===== config.mk =====
export PLATFORM = sky130hd
export DESIGN_NAME = traffic_lights
export DESIGN_NICKNAME = d
export VERILOG_FILES = /design/src/rtl/traffic_lights_pkg.sv /design/src/rtl/traffic_lights_timer.sv /design/src/rtl/traffic_lights.sv
export SDC_FILE = /design/constraint.sdc
export NUM_CORES = 1
export LEC_CHECK = 0
export BUFFER_PORTS_ARGS = -buffer_cell sky130_fd_sc_hd__buf_2
export CAP_MARGIN = 20
export CORE_ASPECT_RATIO = 0.75
export CORE_MARGIN = 1
export CORE_UTILIZATION = 29
export CTS_BUF_LIST = sky130_fd_sc_hd__clkbuf_8
export DETAILED_ROUTE_END_ITERATION = 16
export PLACE_DENSITY = 0.43
export SYNTH_ARGS = -nofsm -noshare
export SYNTH_HDL_FRONTEND = slang
export SYNTH_SLANG_ARGS = --single-unit

===== constraint.sdc =====
create_clock -name clk -period 2.22 [get_ports clk]
set_clock_uncertainty 0.2 [all_clocks]
set_input_delay 0.444 -clock clk [delete_from_list [all_inputs] [get_ports clk]]
set_output_delay 0.444 -clock clk [all_outputs]
set_load 0.01 [all_outputs]

===== src/rtl/traffic_lights_pkg.sv =====
// Shared types for the two-road traffic light controller.
//   lamp_e  : 2-bit lamp code driven to the signal heads (11 unused)
//   state_e : controller phase, in cyclic order
//   CNT_W   : width of the phase counter
package traffic_lights_pkg;

  localparam int unsigned CNT_W = 8;

  typedef enum logic [1:0] {
    RED    = 2'b00,
    YELLOW = 2'b01,
    GREEN  = 2'b10
  } lamp_e;

  typedef enum logic [2:0] {
    S_NS_GREEN  = 3'd0,
    S_NS_YELLOW = 3'd1,
    S_RED1      = 3'd2,
    S_EW_GREEN  = 3'd3,
    S_EW_YELLOW = 3'd4,
    S_RED2      = 3'd5
  } state_e;

  // Lamp decode per phase; anything outside the six phases shows all-red.
  function automatic lamp_e ns_lamp(state_e s);
    case (s)
      S_NS_GREEN:  return GREEN;
      S_NS_YELLOW: return YELLOW;
      default:     return RED;
    endcase
  endfunction

  function automatic lamp_e ew_lamp(state_e s);
    case (s)
      S_EW_GREEN:  return GREEN;
      S_EW_YELLOW: return YELLOW;
      default:     return RED;
    endcase
  endfunction

endpackage


===== src/rtl/traffic_lights_timer.sv =====
// Phase timer: saturating counter restarted whenever the phase changes.
//   clk     : clock
//   rst_n   : asynchronous active-low clear (counter -> 0)
//   restart : synchronous restart, counter loads 0 on this edge
//   target  : compare value for the current phase
//   done    : counter has reached or passed target
module tl_phase_timer
  import traffic_lights_pkg::*;
(
  input  logic             clk,
  input  logic             rst_n,
  input  logic             restart,
  input  logic [CNT_W-1:0] target,
  output logic             done
);

  logic [CNT_W-1:0] cnt_q;
  logic [CNT_W-1:0] cnt_d;

  always_comb begin
    cnt_d = cnt_q;
    if (restart) begin
      cnt_d = '0;
    end else if (cnt_q != '1) begin
      cnt_d = cnt_q + CNT_W'(1);
    end
  end

  always_ff @(posedge clk or negedge rst_n) begin
    if (!rst_n) begin
      cnt_q <= '0;
    end else begin
      cnt_q <= cnt_d;
    end
  end

  // >= rather than == so the open-ended NS green hold keeps its exit enabled
  // once the minimum has elapsed; fixed-length phases leave at equality anyway.
  assign done = (cnt_q >= target);

endmodule


===== src/rtl/traffic_lights.sv =====
// Two-road intersection controller. Main road (NS) rests on green; the
// side-road sensor x requests an EW crossing phase.
//   clk   : clock, all state changes on rising edge
//   clear : asynchronous active-low reset (NS green, EW red)
//   x     : EW car present, synchronous to clk
//   NS    : registered NS lamp code (00 red, 01 yellow, 10 green)
//   EW    : registered EW lamp code, same encoding
module traffic_lights
  import traffic_lights_pkg::*;
#(
  parameter int unsigned NS_MIN_GREEN  = 8,
  parameter int unsigned YELLOW_CYCLES = 3,
  parameter int unsigned ALLRED_CYCLES = 2,
  parameter int unsigned EW_MAX_GREEN  = 10
) (
  input  logic       clk,
  input  logic       clear,
  input  logic       x,
  output logic [1:0] NS,
  output logic [1:0] EW
);

  localparam logic [CNT_W-1:0] NS_MIN_T = CNT_W'(NS_MIN_GREEN - 1);
  localparam logic [CNT_W-1:0] YEL_T    = CNT_W'(YELLOW_CYCLES - 1);
  localparam logic [CNT_W-1:0] ALLRED_T = CNT_W'(ALLRED_CYCLES - 1);
  localparam logic [CNT_W-1:0] EW_MAX_T = CNT_W'(EW_MAX_GREEN - 1);

  state_e           state_q;
  state_e           state_d;
  lamp_e            ns_q;
  lamp_e            ew_q;
  lamp_e            ns_d;
  lamp_e            ew_d;
  logic [CNT_W-1:0] target;
  logic             done;
  logic             restart;

  tl_phase_timer u_timer (
    .clk     (clk),
    .rst_n   (clear),
    .restart (restart),
    .target  (target),
    .done    (done)
  );

  always_comb begin
    state_d = state_q;
    target  = '0;
    case (state_q)
      S_NS_GREEN: begin
        target = NS_MIN_T;
        if (x && done) state_d = S_NS_YELLOW;
      end
      S_NS_YELLOW: begin
        target = YEL_T;
        if (done) state_d = S_RED1;
      end
      S_RED1: begin
        target = ALLRED_T;
        if (done) state_d = S_EW_GREEN;
      end
      S_EW_GREEN: begin
        target = EW_MAX_T;
        if (!x || done) state_d = S_EW_YELLOW;
      end
      S_EW_YELLOW: begin
        target = YEL_T;
        if (done) state_d = S_RED2;
      end
      S_RED2: begin
        target = ALLRED_T;
        if (done) state_d = S_NS_GREEN;
      end
      default: state_d = S_NS_GREEN;
    endcase
  end

  // Counter restarts on every phase entry, including illegal-state recovery.
  assign restart = (state_d != state_q);

  // Lamps are decoded from the next state and registered alongside it, so
  // they change on the same edge as the state with no path from x.
  always_comb begin
    ns_d = ns_lamp(state_d);
    ew_d = ew_lamp(state_d);
  end

  always_ff @(posedge clk or negedge clear) begin
    if (!clear) begin
      state_q <= S_NS_GREEN;
      ns_q    <= GREEN;
      ew_q    <= RED;
    end else begin
      state_q <= state_d;
      ns_q    <= ns_d;
      ew_q    <= ew_d;
    end
  end

  assign NS = ns_q;
  assign EW = ew_q;

endmodule


==> results of run 1 <==
[worst max-delay path: cells and delay by family, from the launching register on]
family | cells | cell delay [ps]
buffers and inverters | 1 | 140
adder cells (fa/ha/maj) | 1 | 170
AND/OR/NAND/NOR | 4 | 1080
flip-flops | 1 | 460
AO/OA/AOI/OAI | 2 | 210
[per-layer routing]
layer  GRT usage, %  share of wire, %  vias up  wire [µm]
li1               -                 -      387          -
met1          22.87                52      393       1223
met2          21.65                43       25       1023
met3          4.861               4.6        2        109
met4          4.348              0.55        0         13
met5              0                 0        -          0
[flip-flops by register name, indices dropped and copies added, names as in the netlist]
register       count
u_timer.cnt_q      8
state_q            3
EW                 2
NS                 2
[how the worst min path moves through the flow]
stage | to | slack, ps
final | state_q[1]$_DFF_PN0_ | 320
after global routing | state_q[1]$_DFF_PN0_ | 300
after CTS | state_q[1]$_DFF_PN0_ | 290
after detailed placement | u_timer.cnt_q[6]$_DFFE_PN0P_ | 180
after global placement | u_timer.cnt_q[6]$_DFFE_PN0P_ | 180
after floorplan | EW[0]$_DFF_PN0_ | -50
[report_power, final]
part	total, µW	switching (µW)	internal (µW)	leakage, µW
sequential	459	84.9	374	0.000193
combinational	1620	816	803	0.000351
clock	228	104	124	0.0000255
[synthesized netlist by cell type, types with 4 or more instances]
cell,count,area share (%)
a21oi_1,5,2.9
and3_1,4,2.9
dfrtp_1,14,40
ha_1,5,7.2
inv_1,4,1.7
nand2_1,6,2.6
nand3_1,4,2.3
nor2_1,11,4.7
o21ai_0,5,2.9
[cells by family (layout without fill, tap and decap cells)]
kind of cell / count (synthesis) / in the layout / share of synthesized area, %
and+or+nand+nor: 37 / 37 / 22.32
AOI/OAI and AO/OA: 22 / 22 / 18.46
DFF: 15 / 15 / 43.06
buffers and inverters: 8 / 34 / 3.718
adders and majority gates: 5 / 5 / 7.153
xor gates and xnor gates: 3 / 3 / 3.005
muxes: 2 / 2 / 2.289
[cell type report]
type	count	area, µm²	area share [%]
Clock buffer	3	41.29	3.210
Clock inverter	1	5.005	0.3891
Inverter	4	15.01	1.167
Multi-Input combinational cell	69	590.6	45.91
Sequential cell	15	380.4	29.57
Tap cell	36	45.04	3.502
Timing Repair Buffer	26	209.0	16.25
[repair_timing]
item                       CTS  global route
setup buffers                2             2
hold buffers                 1             0
pin swaps                   15            12
hold endpoints to repair    14             0
setup endpoints to repair   15            15
resized for setup           21            15
[through the flow]
stage / std cells / utilization (%) / instance area (µm²) / hold slack (ps)
2_1_floorplan: 92 / - / 880.8 / -51.59
3_3_place_gp: 145 / 38.23 / 1049 / 179.4
3_5_place_dp: 145 / 38.23 / 1049 / 181.4
4_1_cts: 152 / 43.84 / 1202 / 289.6
5_1_grt: 154 / 46.90 / 1286 / 299.5
6_report: 154 / 46.90 / 1286 / 317.3
==> impl_metrics.env, run 1 <==
export IMPL_status="finished, violations left"
export IMPL_failed_checks="setup timing"
export IMPL_slowest_delay_ps=460
export IMPL_drt_wl_total_um=2370
export IMPL_area_delta_synth_final_pct=47.07
export IMPL_numCtsBuffers=3
export IMPL_die_width_um=65.41
export IMPL_antenna_found_initial=0
export IMPL_avgSynthCellArea_um2=9.506
export IMPL_crit_path_end="EW[1]$_DFF_PN0_"
export IMPL_clock_path_buffers=2
export IMPL_core_um2=2743
export IMPL_htreeDepth=1
export IMPL_async_reset_ff_share_pct=100.0
export IMPL_start_util_pct=31.89
export IMPL_gp_congestion=0.8180
export IMPL_synth_edff_count=0
export IMPL_drive_above_1_share_pct=47.46
export IMPL_power_density_nw_per_um2=1793
export IMPL_whs_path_depth=3
export IMPL_overflow=0
export IMPL_ir_worst_vdd_v=0.0008387
export IMPL_r2r_setup_slack_ps=-100
export IMPL_first_global_vias=746
export IMPL_arrival_ps=2310
export IMPL_via_per_inst=5.240
export IMPL_nNetsFinal=127
export IMPL_rsz0062_at_grt="yes"
export IMPL_port_buffers=6
export IMPL_drt_iter0_markers=46
export IMPL_grt_pass1_wl_um=3760
export IMPL_leakagePower_uw=0.0005689
export IMPL_preCtsSetupSlack_ps=-166.4
export IMPL_detail_route_antenna_nets=0
export IMPL_r2r_start="state_q[1]$_DFF_PN0_"
export IMPL_final_common_cell="buf_4"
export IMPL_slew_headroom_pct=64.61
export IMPL_dieArea_um2=3242
export IMPL_synth_cell_type_count=36
export IMPL_syn_nets=100
export IMPL_worstSkewPairLatency_ps=250
export IMPL_period_minus_slack_ps=2315
export IMPL_max_freq_mhz=431.9
export IMPL_first_pass_iters=4
export IMPL_syn_inst=92
export IMPL_end_kind="flip-flop"
export IMPL_synth_flop_cell="dfrtp_1"
export IMPL_hold_violations=0
export IMPL_io_pins=7
export IMPL_grt_max_degree=16
export IMPL_reg2reg_depth=8
export IMPL_layout_common_cells="12 x buf_4, 11 x dfrtp_1, 8 x nor2_1, 7 x buf_6, 6 x buf_2"
export IMPL_vias=807
export IMPL_dieHeight_um=49.56
export IMPL_total_power_uw=2306
export IMPL_yosysWarnings=0
export IMPL_n_antenna_cell=0
export IMPL_ys_ff_latch=15
export IMPL_max_cap_violations=0
export IMPL_critPathKind="reg -> reg"
export IMPL_crit_path_start_kind="flip-flop"
export IMPL_holdCritStartpoint="x"
export IMPL_finalCritPeriodShare_pct=104.3
export IMPL_hp_class="in -> reg"
export IMPL_cp_cell_sequence="or3_4 > ha_4 > a21oi_2 > nand2_2 > buf_6 > or4_1 > o21ai_1 > and3_1"
export IMPL_cp_max_fo=6
export IMPL_synthesis_area_um2=874.6
export IMPL_synth_seq_area_share_pct=43.06
export IMPL_wire_per_inst_um=15.39
export IMPL_required_ps=2210
export IMPL_slew_viol_final=0
export IMPL_clock_sinks=15
export IMPL_cts_root_buf="clkbuf_8"
export IMPL_slowest_stage="dfrtp_2"
export IMPL_num_rows=16
export IMPL_rr_endpoint="EW[1]$_DFF_PN0_"
export IMPL_grt_usage_pct=15.61
export IMPL_startpoint="state_q[1]$_DFF_PN0_"
export IMPL_cts_tree="yes"
export IMPL_cts_clk_slew_worst_paths_ps=60
export IMPL_fillers=257
export IMPL_hpwl_um=1489
export IMPL_setup_violations=14
export IMPL_fin_tns_setup_ps=-738.5
export IMPL_fin_ws_ps=-95.36
export IMPL_tightest_slew_ps=525.3
export IMPL_drc=0
Power figures use the tool's default switching activity.
==> run 2, diff against run 1 <==
--- a/config.mk
+++ b/config.mk
@@ -8,7 +8,7 @@
 export BUFFER_PORTS_ARGS = -buffer_cell sky130_fd_sc_hd__buf_2
 export CAP_MARGIN = 20
 export CORE_ASPECT_RATIO = 0.75
-export CORE_MARGIN = 1
+export CORE_MARGIN = 3
 export CORE_UTILIZATION = 29
 export CTS_BUF_LIST = sky130_fd_sc_hd__clkbuf_8
 export DETAILED_ROUTE_END_ITERATION = 16
==> run 2 against run 1 <==
Against the previous run:
- the run still ends with setup timing left
- combinational power fell by 6%
- cell count down 1.3%
- clock power shrank 6%
- critical path type unchanged
- critical endpoint is now u_timer.cnt_q[0]$_DFFE_PN0P_
- largest power group unchanged
- highest routed layer unchanged
==> impl_metrics.env, run 2 (synthesis gave the netlist of run 1 again) <==
export IMPL_status="finished, violations left"
export IMPL_failed_checks="setup timing"
export IMPL_tightest_slew_ps=605.6
export IMPL_overflow=0
export IMPL_via_per_inst=5.007
export IMPL_period_minus_slack_ps=2268
export IMPL_clock_path_buffers=2
export IMPL_grt_max_degree=16
export IMPL_area_delta_synth_final_pct=42.35
export IMPL_io_pins=7
export IMPL_grt_pass1_wl_um=3484
export IMPL_hold_violations=0
export IMPL_top_register="u_timer.cnt_q"
export IMPL_hp_class="in -> reg"
export IMPL_cts_clk_slew_worst_paths_ps=60
export IMPL_critPathBufInv=1
export IMPL_dieHeight_um=53.56
export IMPL_fin_ws_ps=-47.69
export IMPL_drc=0
export IMPL_port_buffers=6
export IMPL_drt_wl_total_um=2282
export IMPL_placed_cells=143
export IMPL_clock_sinks=15
export IMPL_wire_per_inst_um=15.01
export IMPL_final_cells=152
export IMPL_ir_worst_vdd_v=0.0008034
export IMPL_rsz0062_at_grt="yes"
export IMPL_core_um2=2743
export IMPL_total_power_uw=2181
export IMPL_largest_reg_flops=8
export IMPL_cp_cell_sequence="or3_4 > ha_4 > o211ai_1 > a21oi_2 > buf_4 > nor2_4 > o21ai_4 > nor2_1"
export IMPL_arrival_ps=2190
export IMPL_cts_root_buf="clkbuf_8"
export IMPL_slew_viol_final=0
export IMPL_setup_violations=11
export IMPL_reg_top3="u_timer.cnt_q: 8 flops, state_q: 3 flops"
export IMPL_slowest_stage="dfrtp_2"
export IMPL_final_common_cell="buf_4"
export IMPL_drt_iter0_markers=20
export IMPL_drive_above_1_share_pct=45.69
export IMPL_die_width_um=69.41
export IMPL_vias=761
export IMPL_leakagePower_uw=0.0005565
export IMPL_start_util_pct=31.89
export IMPL_worstSkewPairLatency_ps=250
export IMPL_cts_tree="yes"
export IMPL_num_rows=16
export IMPL_first_global_vias=722
export IMPL_first_pass_iters=4
export IMPL_layout_common_cells="14 x buf_4, 11 x dfrtp_1, 8 x nor2_1, 6 x buf_2, 5 x inv_1"
export IMPL_dieArea_um2=3718
export IMPL_n_antenna_cell=0
export IMPL_power_density_nw_per_um2=1752
export IMPL_fillers=256
export IMPL_critPathKind="reg -> reg"
export IMPL_detail_route_antenna_nets=0
export IMPL_antenna_found_initial=0
export IMPL_slowest_delay_ps=440
export IMPL_required_ps=2140
export IMPL_nNetsFinal=125
export IMPL_grt_usage_pct=12.65
export IMPL_crit_path_start_kind="flip-flop"
export IMPL_gp_congestion=0.8347
export IMPL_finalCritPeriodShare_pct=102.1
export IMPL_cp_max_fo=8
export IMPL_crit_family="simple AND/OR/NAND/NOR gates"
export IMPL_max_freq_mhz=441.0
export IMPL_htreeDepth=1
export IMPL_preCtsSetupSlack_ps=-250.2
export IMPL_hpwl_um=1455
export IMPL_slew_headroom_pct=59.20
export IMPL_max_cap_violations=0
export IMPL_numCtsBuffers=3
export IMPL_end_kind="flip-flop"
==> run 2: cell types whose count changed in the layout (fill, tap and decap cells not counted), sizes merged <==
cell | previous run | this run
buf | 25 | 23
clkinv | 1 | 0
inv | 4 | 5
==> run 2: area by class of cell <==
class | instances | area, µm² | area share (%)
Sequential cell | 15 | 380.4 | 30.55
Multi-Input combinational cell | 69 | 580.6 | 46.63
Clock inverter | 1 | 3.754 | 0.3015
Clock buffer | 3 | 41.29 | 3.317
Timing Repair Buffer | 24 | 178.9 | 14.37
Tap cell | 36 | 45.04 | 3.618
Inverter | 4 | 15.01 | 1.206
==> run 2: report_power, final <==
part | switching [µW] | total (µW) | internal (µW)
Sequential | 72.1 | 447 | 375
Combinational | 816 | 1520 | 705
Clock | 91.5 | 214 | 122
==> run 2: path summary, 6_finish.rpt <==
path	start	depth (start not counted)	slack, ps	end
max	state_q[2]$_DFF_PN0_	8	-50	u_timer.cnt_q[0]$_DFFE_PN0P_
min	x	3	320	state_q[1]$_DFF_PN0_
max reg2reg	state_q[2]$_DFF_PN0_	8	-50	u_timer.cnt_q[0]$_DFFE_PN0P_
min reg2reg	u_timer.cnt_q[0]$_DFFE_PN0P_	2	410	u_timer.cnt_q[0]$_DFFE_PN0P_
max in group asynchronous	clear	2	1080	NS[1]$_DFF_PN1_
min in group asynchronous	clear	2	430	u_timer.cnt_q[2]$_DFFE_PN0P_
==> run 2: per-layer routing <==
metal / vias up / share of wire (%) / GRT usage, %
li1: 385 / - / -
met2: 8 / 47 / 21.04
met5: - / 0 / 0
met4: 0 / 0.35 / 2.922
met3: 2 / 3.2 / 4.478
met1: 366 / 49 / 16.06
==> run 2: worst reg2reg max path, delay by kind of cell, from the launching register on <==
kind | cells | cell delay [ps]
flip-flops | 1 | 440
buffers and inverters | 1 | 160
AND/OR/NAND/NOR | 3 | 550
adder cells (fa/ha/maj) | 1 | 270
AO/OA/AOI/OAI | 3 | 540
==> run 2: stage by stage <==
step                util [%]  area (µm²)  setup TNS (ps)  hold WS [ps]
finish                 45.39        1245          -367.6         318.7
global route           45.39        1245           -1402         313.1
CTS                    43.29        1187          -266.9         286.5
detailed placement     37.68        1033           -2607         173.4
global placement       37.68        1033           -2171         175.5
floorplan                  -       880.8               0        -51.59
==> run 2: what timing repair did <==
item                                    4_1_cts  5_1_grt
endpoints found under the setup margin       15       15
hold buffers                                  1        0
gates resized for setup                      19       13
endpoints found under the hold margin        14        0
pin swaps                                    16        2
setup buffers                                 3        1
